===== config.mk =====
export PLATFORM = sky130hd
export DESIGN_NAME = fir_xifu_ctrl_flat
export DESIGN_NICKNAME = d
export VERILOG_FILES = /design/src/rtl/fir_xifu_ctrl_pkg.sv /design/src/rtl/fir_xifu_ctrl_if.sv /design/src/rtl/fir_xifu_ctrl_idtable.sv /design/src/rtl/fir_xifu_ctrl.sv /design/src/flat_wrapper.sv
export SDC_FILE = /design/constraint.sdc
export NUM_CORES = 1
export LEC_CHECK = 0
export BUFFER_PORTS_ARGS = -buffer_cell sky130_fd_sc_hd__buf_2
export CAP_MARGIN = 25
export CORE_MARGIN = 8
export CORE_UTILIZATION = 52
export DETAILED_ROUTE_END_ITERATION = 16
export PLACE_DENSITY_LB_ADDON = 0.08
export REMOVE_ABC_BUFFERS = 1
export SETUP_SLACK_MARGIN = 0.1
export SLEW_MARGIN = 20
export SYNTH_ARGS = -nofsm -noshare
export SYNTH_HDL_FRONTEND = slang
export SYNTH_HIERARCHICAL = 1
export SYNTH_SLANG_ARGS = --single-unit

===== constraint.sdc =====
create_clock -name clk_i -period 3.32 [get_ports clk_i]
set_clock_uncertainty 0.05 [all_clocks]
set_input_delay 0.664 -clock clk_i [delete_from_list [all_inputs] [get_ports clk_i]]
set_output_delay 0.664 -clock clk_i [all_outputs]
set_load 0.1 [all_outputs]

===== src/rtl/fir_xifu_ctrl_pkg.sv =====
// Shared types for the FIR XIFU pipeline controller: per-id tracking states
// and the control bundle handed from the controller to the EX stage.
package fir_xifu_ctrl_pkg;

  localparam int NUM_ID_DEF          = 4;
  localparam int MAX_OUTSTANDING_DEF = 2;

  typedef enum logic [1:0] {
    ID_FREE      = 2'd0,
    ID_ISSUED    = 2'd1,
    ID_COMMITTED = 2'd2,
    ID_KILLED    = 2'd3
  } id_state_e;

  typedef struct packed {
    logic [NUM_ID_DEF-1:0] commit;
    logic                  ready;
    logic                  clear;
  } ctrl2ex_t;

endpackage


===== src/rtl/fir_xifu_ctrl_if.sv =====
// Issue/commit/EX/WB/memory signals between the XIFU pipeline (master) and
// its controller (slave).
interface fir_xifu_ctrl_if #(
  parameter int NUM_ID          = 4,
  parameter int MAX_OUTSTANDING = 2
);
  localparam int ID_W  = (NUM_ID > 1) ? $clog2(NUM_ID) : 1;
  localparam int CNT_W = $clog2(MAX_OUTSTANDING + 1);

  logic              issue_valid_i;
  logic [ID_W-1:0]   issue_id_i;
  logic              issue_ready_o;
  logic              commit_valid_i;
  logic [ID_W-1:0]   commit_id_i;
  logic              commit_kill_i;
  logic              ex_valid_i;
  logic [ID_W-1:0]   ex_id_i;
  logic              ex_is_store_i;
  logic              ex_is_load_i;
  logic              mem_ready_i;
  logic              mem_result_valid_i;
  logic              wb_retire_i;
  logic [ID_W-1:0]   wb_id_i;
  logic [NUM_ID-1:0] commit_o;
  logic              ex_ready_o;
  logic              clear_o;
  logic [CNT_W-1:0]  outstanding_o;
  logic              err_o;

  modport master (
    output issue_valid_i, issue_id_i, commit_valid_i, commit_id_i, commit_kill_i,
           ex_valid_i, ex_id_i, ex_is_store_i, ex_is_load_i, mem_ready_i,
           mem_result_valid_i, wb_retire_i, wb_id_i,
    input  issue_ready_o, commit_o, ex_ready_o, clear_o, outstanding_o, err_o
  );

  modport slave (
    input  issue_valid_i, issue_id_i, commit_valid_i, commit_id_i, commit_kill_i,
           ex_valid_i, ex_id_i, ex_is_store_i, ex_is_load_i, mem_ready_i,
           mem_result_valid_i, wb_retire_i, wb_id_i,
    output issue_ready_o, commit_o, ex_ready_o, clear_o, outstanding_o, err_o
  );

endinterface


===== src/rtl/fir_xifu_ctrl_idtable.sv =====
// Per-id lifecycle table (FREE/ISSUED/COMMITTED/KILLED) with the zero-latency
// commit bypass and kill detection for the instruction currently in EX.
module fir_xifu_ctrl_idtable
  import fir_xifu_ctrl_pkg::*;
#(
  parameter  int NUM_ID = NUM_ID_DEF,
  localparam int ID_W   = (NUM_ID > 1) ? $clog2(NUM_ID) : 1
) (
  input  logic              clk,
  input  logic              rst_n,
  input  logic              issue_valid,
  input  logic [ID_W-1:0]   issue_id,
  input  logic              commit_valid,
  input  logic [ID_W-1:0]   commit_id,
  input  logic              commit_kill,
  input  logic              ex_valid,
  input  logic [ID_W-1:0]   ex_id,
  input  logic              wb_retire,
  input  logic [ID_W-1:0]   wb_id,
  output logic [NUM_ID-1:0] commit_vec,
  output logic              issue_free,
  output logic              clear,
  output logic              issue_err,
  output logic              commit_err
);

  id_state_e state_q [NUM_ID];
  id_state_e state_d [NUM_ID];

  logic retire_ok;
  logic commit_ok;
  logic issue_acc;

  always_comb begin
    retire_ok  = wb_retire & (state_q[wb_id] == ID_COMMITTED);
    // A retire frees its entry before a same-cycle issue to that id is judged.
    issue_free = (state_q[issue_id] == ID_FREE) | (retire_ok & (wb_id == issue_id));
    commit_ok  = commit_valid & (state_q[commit_id] == ID_ISSUED);
    clear      = ex_valid & ((state_q[ex_id] == ID_KILLED) |
                             (commit_ok & commit_kill & (commit_id == ex_id)));
    issue_acc  = issue_valid & issue_free & ~clear;
    issue_err  = issue_valid & ~issue_free;
    commit_err = commit_valid & ~commit_ok;

    for (int i = 0; i < NUM_ID; i++) begin
      commit_vec[i] = (state_q[i] == ID_COMMITTED) |
                      (commit_valid & ~commit_kill & (commit_id == ID_W'(i)));
    end

    for (int i = 0; i < NUM_ID; i++) begin
      state_d[i] = state_q[i];
      if (clear && (ex_id == ID_W'(i))) begin
        state_d[i] = ID_FREE;
      end else begin
        unique case (state_q[i])
          ID_FREE: begin
            if (issue_acc && (issue_id == ID_W'(i))) state_d[i] = ID_ISSUED;
          end
          ID_ISSUED: begin
            if (commit_ok && (commit_id == ID_W'(i)))
              state_d[i] = commit_kill ? ID_KILLED : ID_COMMITTED;
          end
          ID_COMMITTED: begin
            if (retire_ok && (wb_id == ID_W'(i)))
              state_d[i] = (issue_acc && (issue_id == ID_W'(i))) ? ID_ISSUED : ID_FREE;
          end
          // A killed id that never reached EX is released one cycle later.
          ID_KILLED: state_d[i] = ID_FREE;
        endcase
      end
    end
  end

  always_ff @(posedge clk or negedge rst_n) begin
    if (!rst_n) begin
      for (int i = 0; i < NUM_ID; i++) state_q[i] <= ID_FREE;
    end else begin
      for (int i = 0; i < NUM_ID; i++) state_q[i] <= state_d[i];
    end
  end

endmodule


===== src/rtl/fir_xifu_ctrl.sv =====
// FIR XIFU pipeline controller: id tracking, EX stall/clear generation and
// the bound on outstanding LSU requests.
module fir_xifu_ctrl
  import fir_xifu_ctrl_pkg::*;
#(
  parameter int NUM_ID          = NUM_ID_DEF,
  parameter int MAX_OUTSTANDING = MAX_OUTSTANDING_DEF
) (
  input logic             clk_i,
  input logic             rst_ni,
  fir_xifu_ctrl_if.slave  xif
);

  localparam int CNT_W = $clog2(MAX_OUTSTANDING + 1);

  logic [NUM_ID-1:0] commit_vec;
  logic              issue_free;
  logic              clear;
  logic              issue_err;
  logic              commit_err;
  logic              mem_op;
  logic              mem_hs;
  logic              res_err;
  logic              ex_ready;
  logic [CNT_W-1:0]  cnt_q;
  logic [CNT_W-1:0]  cnt_d;
  logic              err_q;
  logic              err_d;
  ctrl2ex_t          ctrl2ex;

  function automatic logic [CNT_W-1:0] cnt_next(input logic [CNT_W-1:0] cnt,
                                                input logic inc, input logic dec);
    if (inc && !dec) return cnt + CNT_W'(1);
    if (dec && !inc && (cnt != '0)) return cnt - CNT_W'(1);
    return cnt;
  endfunction

  fir_xifu_ctrl_idtable #(.NUM_ID(NUM_ID)) u_idtable (
    .clk          (clk_i),
    .rst_n        (rst_ni),
    .issue_valid  (xif.issue_valid_i),
    .issue_id     (xif.issue_id_i),
    .commit_valid (xif.commit_valid_i),
    .commit_id    (xif.commit_id_i),
    .commit_kill  (xif.commit_kill_i),
    .ex_valid     (xif.ex_valid_i),
    .ex_id        (xif.ex_id_i),
    .wb_retire    (xif.wb_retire_i),
    .wb_id        (xif.wb_id_i),
    .commit_vec   (commit_vec),
    .issue_free   (issue_free),
    .clear        (clear),
    .issue_err    (issue_err),
    .commit_err   (commit_err)
  );

  always_comb begin
    // Stores go to memory only once committed; killed instructions never do.
    mem_op   = xif.ex_valid_i &
               (xif.ex_is_load_i | (xif.ex_is_store_i & commit_vec[xif.ex_id_i]));
    mem_hs   = mem_op & xif.mem_ready_i & (cnt_q < CNT_W'(MAX_OUTSTANDING)) & ~clear;
    ex_ready = 1'b1;
    if (xif.ex_valid_i && !clear && (xif.ex_is_load_i || xif.ex_is_store_i) && !mem_hs)
      ex_ready = 1'b0;
    res_err  = xif.mem_result_valid_i & (cnt_q == '0);
    cnt_d    = cnt_next(cnt_q, mem_hs, xif.mem_result_valid_i);
    err_d    = err_q | issue_err | commit_err | res_err;

    ctrl2ex.commit = NUM_ID_DEF'(commit_vec);
    ctrl2ex.ready  = ex_ready;
    ctrl2ex.clear  = clear;
  end

  always_ff @(posedge clk_i or negedge rst_ni) begin
    if (!rst_ni) begin
      cnt_q <= '0;
      err_q <= 1'b0;
    end else begin
      cnt_q <= cnt_d;
      err_q <= err_d;
    end
  end

  assign xif.issue_ready_o = issue_free & ~clear;
  assign xif.commit_o      = NUM_ID'(ctrl2ex.commit);
  assign xif.ex_ready_o    = ctrl2ex.ready;
  assign xif.clear_o       = ctrl2ex.clear;
  assign xif.outstanding_o = cnt_q;
  assign xif.err_o         = err_q;

endmodule


===== src/flat_wrapper.sv =====
// flat-port wrapper written by rule: the top's interface ports become plain ports
module fir_xifu_ctrl_flat import fir_xifu_ctrl_pkg::*;
#(
  parameter int NUM_ID          = NUM_ID_DEF,
  parameter int MAX_OUTSTANDING = MAX_OUTSTANDING_DEF
)
  (clk_i, rst_ni, xif_issue_valid_i, xif_issue_id_i, xif_commit_valid_i, xif_commit_id_i, xif_commit_kill_i, xif_ex_valid_i, xif_ex_id_i, xif_ex_is_store_i, xif_ex_is_load_i, xif_mem_ready_i, xif_mem_result_valid_i, xif_wb_retire_i, xif_wb_id_i, xif_issue_ready_o, xif_commit_o, xif_ex_ready_o, xif_clear_o, xif_outstanding_o, xif_err_o);
  fir_xifu_ctrl_if #(.NUM_ID(NUM_ID), .MAX_OUTSTANDING(MAX_OUTSTANDING)) xif_i ();
  input logic clk_i;
  input logic rst_ni;
  input wire logic [$bits(xif_i.issue_valid_i)-1:0] xif_issue_valid_i;
  input wire logic [$bits(xif_i.issue_id_i)-1:0] xif_issue_id_i;
  input wire logic [$bits(xif_i.commit_valid_i)-1:0] xif_commit_valid_i;
  input wire logic [$bits(xif_i.commit_id_i)-1:0] xif_commit_id_i;
  input wire logic [$bits(xif_i.commit_kill_i)-1:0] xif_commit_kill_i;
  input wire logic [$bits(xif_i.ex_valid_i)-1:0] xif_ex_valid_i;
  input wire logic [$bits(xif_i.ex_id_i)-1:0] xif_ex_id_i;
  input wire logic [$bits(xif_i.ex_is_store_i)-1:0] xif_ex_is_store_i;
  input wire logic [$bits(xif_i.ex_is_load_i)-1:0] xif_ex_is_load_i;
  input wire logic [$bits(xif_i.mem_ready_i)-1:0] xif_mem_ready_i;
  input wire logic [$bits(xif_i.mem_result_valid_i)-1:0] xif_mem_result_valid_i;
  input wire logic [$bits(xif_i.wb_retire_i)-1:0] xif_wb_retire_i;
  input wire logic [$bits(xif_i.wb_id_i)-1:0] xif_wb_id_i;
  output wire logic [$bits(xif_i.issue_ready_o)-1:0] xif_issue_ready_o;
  output wire logic [$bits(xif_i.commit_o)-1:0] xif_commit_o;
  output wire logic [$bits(xif_i.ex_ready_o)-1:0] xif_ex_ready_o;
  output wire logic [$bits(xif_i.clear_o)-1:0] xif_clear_o;
  output wire logic [$bits(xif_i.outstanding_o)-1:0] xif_outstanding_o;
  output wire logic [$bits(xif_i.err_o)-1:0] xif_err_o;
  assign xif_i.issue_valid_i = xif_issue_valid_i;
  assign xif_i.issue_id_i = xif_issue_id_i;
  assign xif_i.commit_valid_i = xif_commit_valid_i;
  assign xif_i.commit_id_i = xif_commit_id_i;
  assign xif_i.commit_kill_i = xif_commit_kill_i;
  assign xif_i.ex_valid_i = xif_ex_valid_i;
  assign xif_i.ex_id_i = xif_ex_id_i;
  assign xif_i.ex_is_store_i = xif_ex_is_store_i;
  assign xif_i.ex_is_load_i = xif_ex_is_load_i;
  assign xif_i.mem_ready_i = xif_mem_ready_i;
  assign xif_i.mem_result_valid_i = xif_mem_result_valid_i;
  assign xif_i.wb_retire_i = xif_wb_retire_i;
  assign xif_i.wb_id_i = xif_wb_id_i;
  assign xif_issue_ready_o = xif_i.issue_ready_o;
  assign xif_commit_o = xif_i.commit_o;
  assign xif_ex_ready_o = xif_i.ex_ready_o;
  assign xif_clear_o = xif_i.clear_o;
  assign xif_outstanding_o = xif_i.outstanding_o;
  assign xif_err_o = xif_i.err_o;
  fir_xifu_ctrl #(.NUM_ID(NUM_ID), .MAX_OUTSTANDING(MAX_OUTSTANDING)) u_core (.clk_i(clk_i), .rst_ni(rst_ni), .xif(xif_i));
endmodule

==> results.py <==
metrics = {
    "clock_tree": {
        "clk_pin_slew_worst_paths_ns": 0.08,
        "h-tree-depth": 1,
        "cts_tree": "yes",
        "cts_root_buf": "sky130_fd_sc_hd__clkbuf_4",
        "clock_sinks": 11,
        "total_of_hold_buffers_inserted_after_clock_tree_synthesis": 0,
        "cts_buffer_depth": 2,
        "worst_skew_pair.late_latency_ns": 0.27,
        "cts_buffers": 3,
    },
    "floorplan": {
        "placement_rows": 16,
        "die_w_um": 61.7,
        "die_area_mm2": 0.00380,
        "fp.coreArea_mm2": 0.00196,
        "initial_core_util_pct": 55.3,
        "die_y_um": 61.7,
        "ioPinCount": 29,
    },
    "logic_synthesis": {
        "combinational_family_with_the_most_area_after_synthesis": "simple AND/OR/NAND/NOR gates",
        "synth.area.mux_share_pct": 10.0,
        "synth.ff_latch_count": 11,
        "yosys.cell_types.count": 44,
        "yosys.area.top_type": "sky130_fd_sc_hd__dfrtp_1",
        "mapped_cells": 126,
        "synth_compound_area_share_pct": 20.8,
        "synth_top_area_share_pct": 25.4,
        "synth.cell_area_mm2": 0.00108,
        "synth_enable_flop_cells": 0,
        "yosys.area_share.xor_xnor_pct": 2.42,
        "synth.area.top_cells": "sky130_fd_sc_hd__dfrtp_1 (25%), sky130_fd_sc_hd__nand2b_1 (8.1%), sky130_fd_sc_hd__mux4_2 (6.2%)",
        "seq_area_frac_synth_pct": 25.4,
        "postSynth.topFlopCell": "sky130_fd_sc_hd__dfrtp_1",
        "yosys_warnings": 6,
        "post_synth_adder_cell_area_pct": 1.15,
        "postSynth.asyncResetShare_pct": 100,
        "synthSimpleGateAreaFrac_pct": 35.9,
        "syn-mean-instance-area_um2": 8.61,
    },
    "power": {
        "vdd_drop_max_uv": 631,
        "power_leakage_uw": 0.000597,
        "power.density_mw_per_mm2": 748,
    },
    "grt": {
        "grt_pass1_wl_um": 5020,
        "top_usage_layer": "met2",
        "maximum_number_of_pins_on_one_net_before_global_route_repair": 12,
        "globalRouteMet1Util_pct": 24.1,
        "grtUsageMet2_pct": 25.7,
        "gr-usage-all-layers_pct": 17.5,
        "grt_pass1_vias": 1078,
        "gr-total-overflow": 0,
        "grt_antenna_before_repair": 0,
        "met3_usage_pct": 4.59,
    },
    "placed_design": {
        "placed_cells_incl_taps": 183,
        "hpwlAfterDp_um": 2540,
        "gp_routability_congestion": 0.943,
        "numPortBuffers": 28,
    },
    "setup_path": {
        "cp_cell_sequence": "nand2b_1 > mux4_2 > o32a_4 > inv_1 > nand2b_2 > nor3_4 > nand2_1 > nand2_1 > buf_12",
        "timing.setup.critical_path_class": "flop to output port",
        "critical_path.n_buffers_inverters": 2,
        "slowest_cell_delay_on_critical_path_ns": 0.49,
        "cp_delay_by_family_top": "simple AND/OR/NAND/NOR gates",
        "worstPathMaxFanout": 6,
        "cell_mode_on_critical_path": "sky130_fd_sc_hd__nand2_1",
        "worst_ep_required_time_ns": 2.61,
        "worst_setup_path_end_kind": "output port",
        "critical_path_launch_point_type": "flop",
        "cp_slowest_cell": "sky130_fd_sc_hd__mux4_2",
        "crit_arrival_ns": 2.41,
    },
    "cells_and_area": {
        "layout.core_utilization_pct": 68.9,
        "nFillCells": 174,
        "layout-drive-gt1-share_pct": 34.2,
        "layout_commonest_cell": "sky130_fd_sc_hd__buf_2",
        "highest_count_cells_in_the_layout_ignoring_fill_and_taps": "sky130_fd_sc_hd__buf_2 (25), sky130_fd_sc_hd__nand2_1 (15), sky130_fd_sc_hd__nand2b_1 (13)",
        "layout.cells.non_filler": 188,
        "final_nets": 182,
        "areaGrowthSynthToFinish_pct": 24.7,
        "antennaDiodeCount": 0,
    },
    "timing": {
        "setup_viol": 0,
        "maxSlewHeadroom_pct": 67.1,
        "fmax_mhz": 320,
        "drv_slew": 0,
        "finalHoldViolCount": 0,
        "timing.hold.ws_ns": 0.210,
        "final_period_minus_worst_setup_slack_ns": 3.12,
        "timing.final.crit_share_pct": 94.0,
        "worst_slew_pin_slew_ns": 0.497,
        "rsz0062_at_grt": "no",
    },
    "detailed_routing": {
        "wl_per_cell_um": 17.0,
        "drt_wl_total_um": 3190,
        "drc": 0,
        "vias_per_cell": 6.05,
        "num_vias": 1138,
        "postRouteAntennaNets": 0,
        "detailedRoute.firstPassIterationCount": 6,
        "detail_route.iter0.violations": 52,
    },
    "hold_path": {
        "hold_path_class": "input pin to asynchronous set/reset pin",
    },
    "outcome": {
        "run_status": "complete, no violations",
    },
    "flow_run": {
        "maxCapViolCount": 0,
    },
}
flip-flops by register name, indices dropped and copies added, names as in the netlist:
signal                    cells
u_core/u_idtable/state_q      8
u_core/xif.err_o              1
u_core/xif.outstanding_o      2
metal layers:
metal / vias to the layer above / share of wire (%)
met5: - / 0
met4: 0 / 1.2
met3: 4 / 10
met2: 54 / 45
met1: 540 / 44
li1: 540 / -
cells in the mapped netlist, types with 2 or more instances:
cell                        n
sky130_fd_sc_hd__nand4_1    6
sky130_fd_sc_hd__nand4b_1   2
sky130_fd_sc_hd__xnor2_1    2
sky130_fd_sc_hd__mux2i_1    3
sky130_fd_sc_hd__nand2_1   15
sky130_fd_sc_hd__nor2_1     9
sky130_fd_sc_hd__inv_1      8
sky130_fd_sc_hd__o22ai_1    8
sky130_fd_sc_hd__nand2b_1  14
sky130_fd_sc_hd__or2_2      2
sky130_fd_sc_hd__nor3_1     5
sky130_fd_sc_hd__nor2b_1    3
sky130_fd_sc_hd__dfrtp_1   11
sky130_fd_sc_hd__mux4_2     3
sky130_fd_sc_hd__nor3b_1    2
sky130_fd_sc_hd__o21ai_0    5
kinds of logic (layout without fill, tap and decap cells):
| family | after synthesis | count (layout) |
|---|---|---|
| buffers and inverters | 10 | 45 |
| flip-flops | 11 | 11 |
| XOR/XNOR | 3 | 3 |
| AND/OR/NAND/NOR | 67 | 67 |
| multiplexers | 7 | 7 |
| adder cells (fa/ha/maj) | 1 | 1 |
| AO/OA/AOI/OAI | 27 | 27 |
worst paths after layout:
| path | startpoint | endpoint | slack [ns] | cells after the start |
|---|---|---|---|---|
| worst max-delay path | u_core/u_idtable/state_q[1] | xif_ex_ready_o | 0.20 | 9 |
| worst min-delay path | rst_ni | u_core/xif.err_o | 0.21 | 1 |
| worst max register to register | u_core/u_idtable/state_q[1] | u_core/xif.outstanding_o[1] | 0.89 | 8 |
| worst min register to register | u_core/xif.err_o | u_core/xif.err_o | 0.44 | 2 |
| max in group asynchronous | rst_ni | u_core/u_idtable/state_q[4] | 2.79 | 1 |
| min in group clk_i | u_core/xif.err_o | u_core/xif.err_o | 0.44 | 2 |
power breakdown:
part	switching [uW]	total (uW)	internal, uW
combinational	434	665	232
clock	48.4	94.8	46.4
sequential	68.7	251	183
layout make-up:
class | count | area (um2) | share of cell area, %
multi-input cells | 105 | 764 | 56.5
flip-flops and latches | 11 | 275 | 20.4
repair buffers | 33 | 223 | 16.5
well taps | 27 | 33.8 | 2.50
inverters | 8 | 30.0 | 2.22
clock buffers | 4 | 26.3 | 1.94
through the flow:
stage               worst slack (ns)  area, um2  setup TNS [ns]  total power [uW]
floorplan                      -1.10       1070           -1.82               731
finish                         0.198       1350               0              1010
detailed placement             0.243       1320               0               904
global placement               0.265       1320               0               896
CTS                            0.130       1340               0              1000
global route                  0.0796       1350               0              1070
what timing repair did:
| action | CTS | global route |
|---|---|---|
| buffers inserted | 0 | 1 |
| resized for setup | 0 | 1 |
| endpoints found under the setup margin | 0 | 1 |
Power figures use the tool's default switching activity.
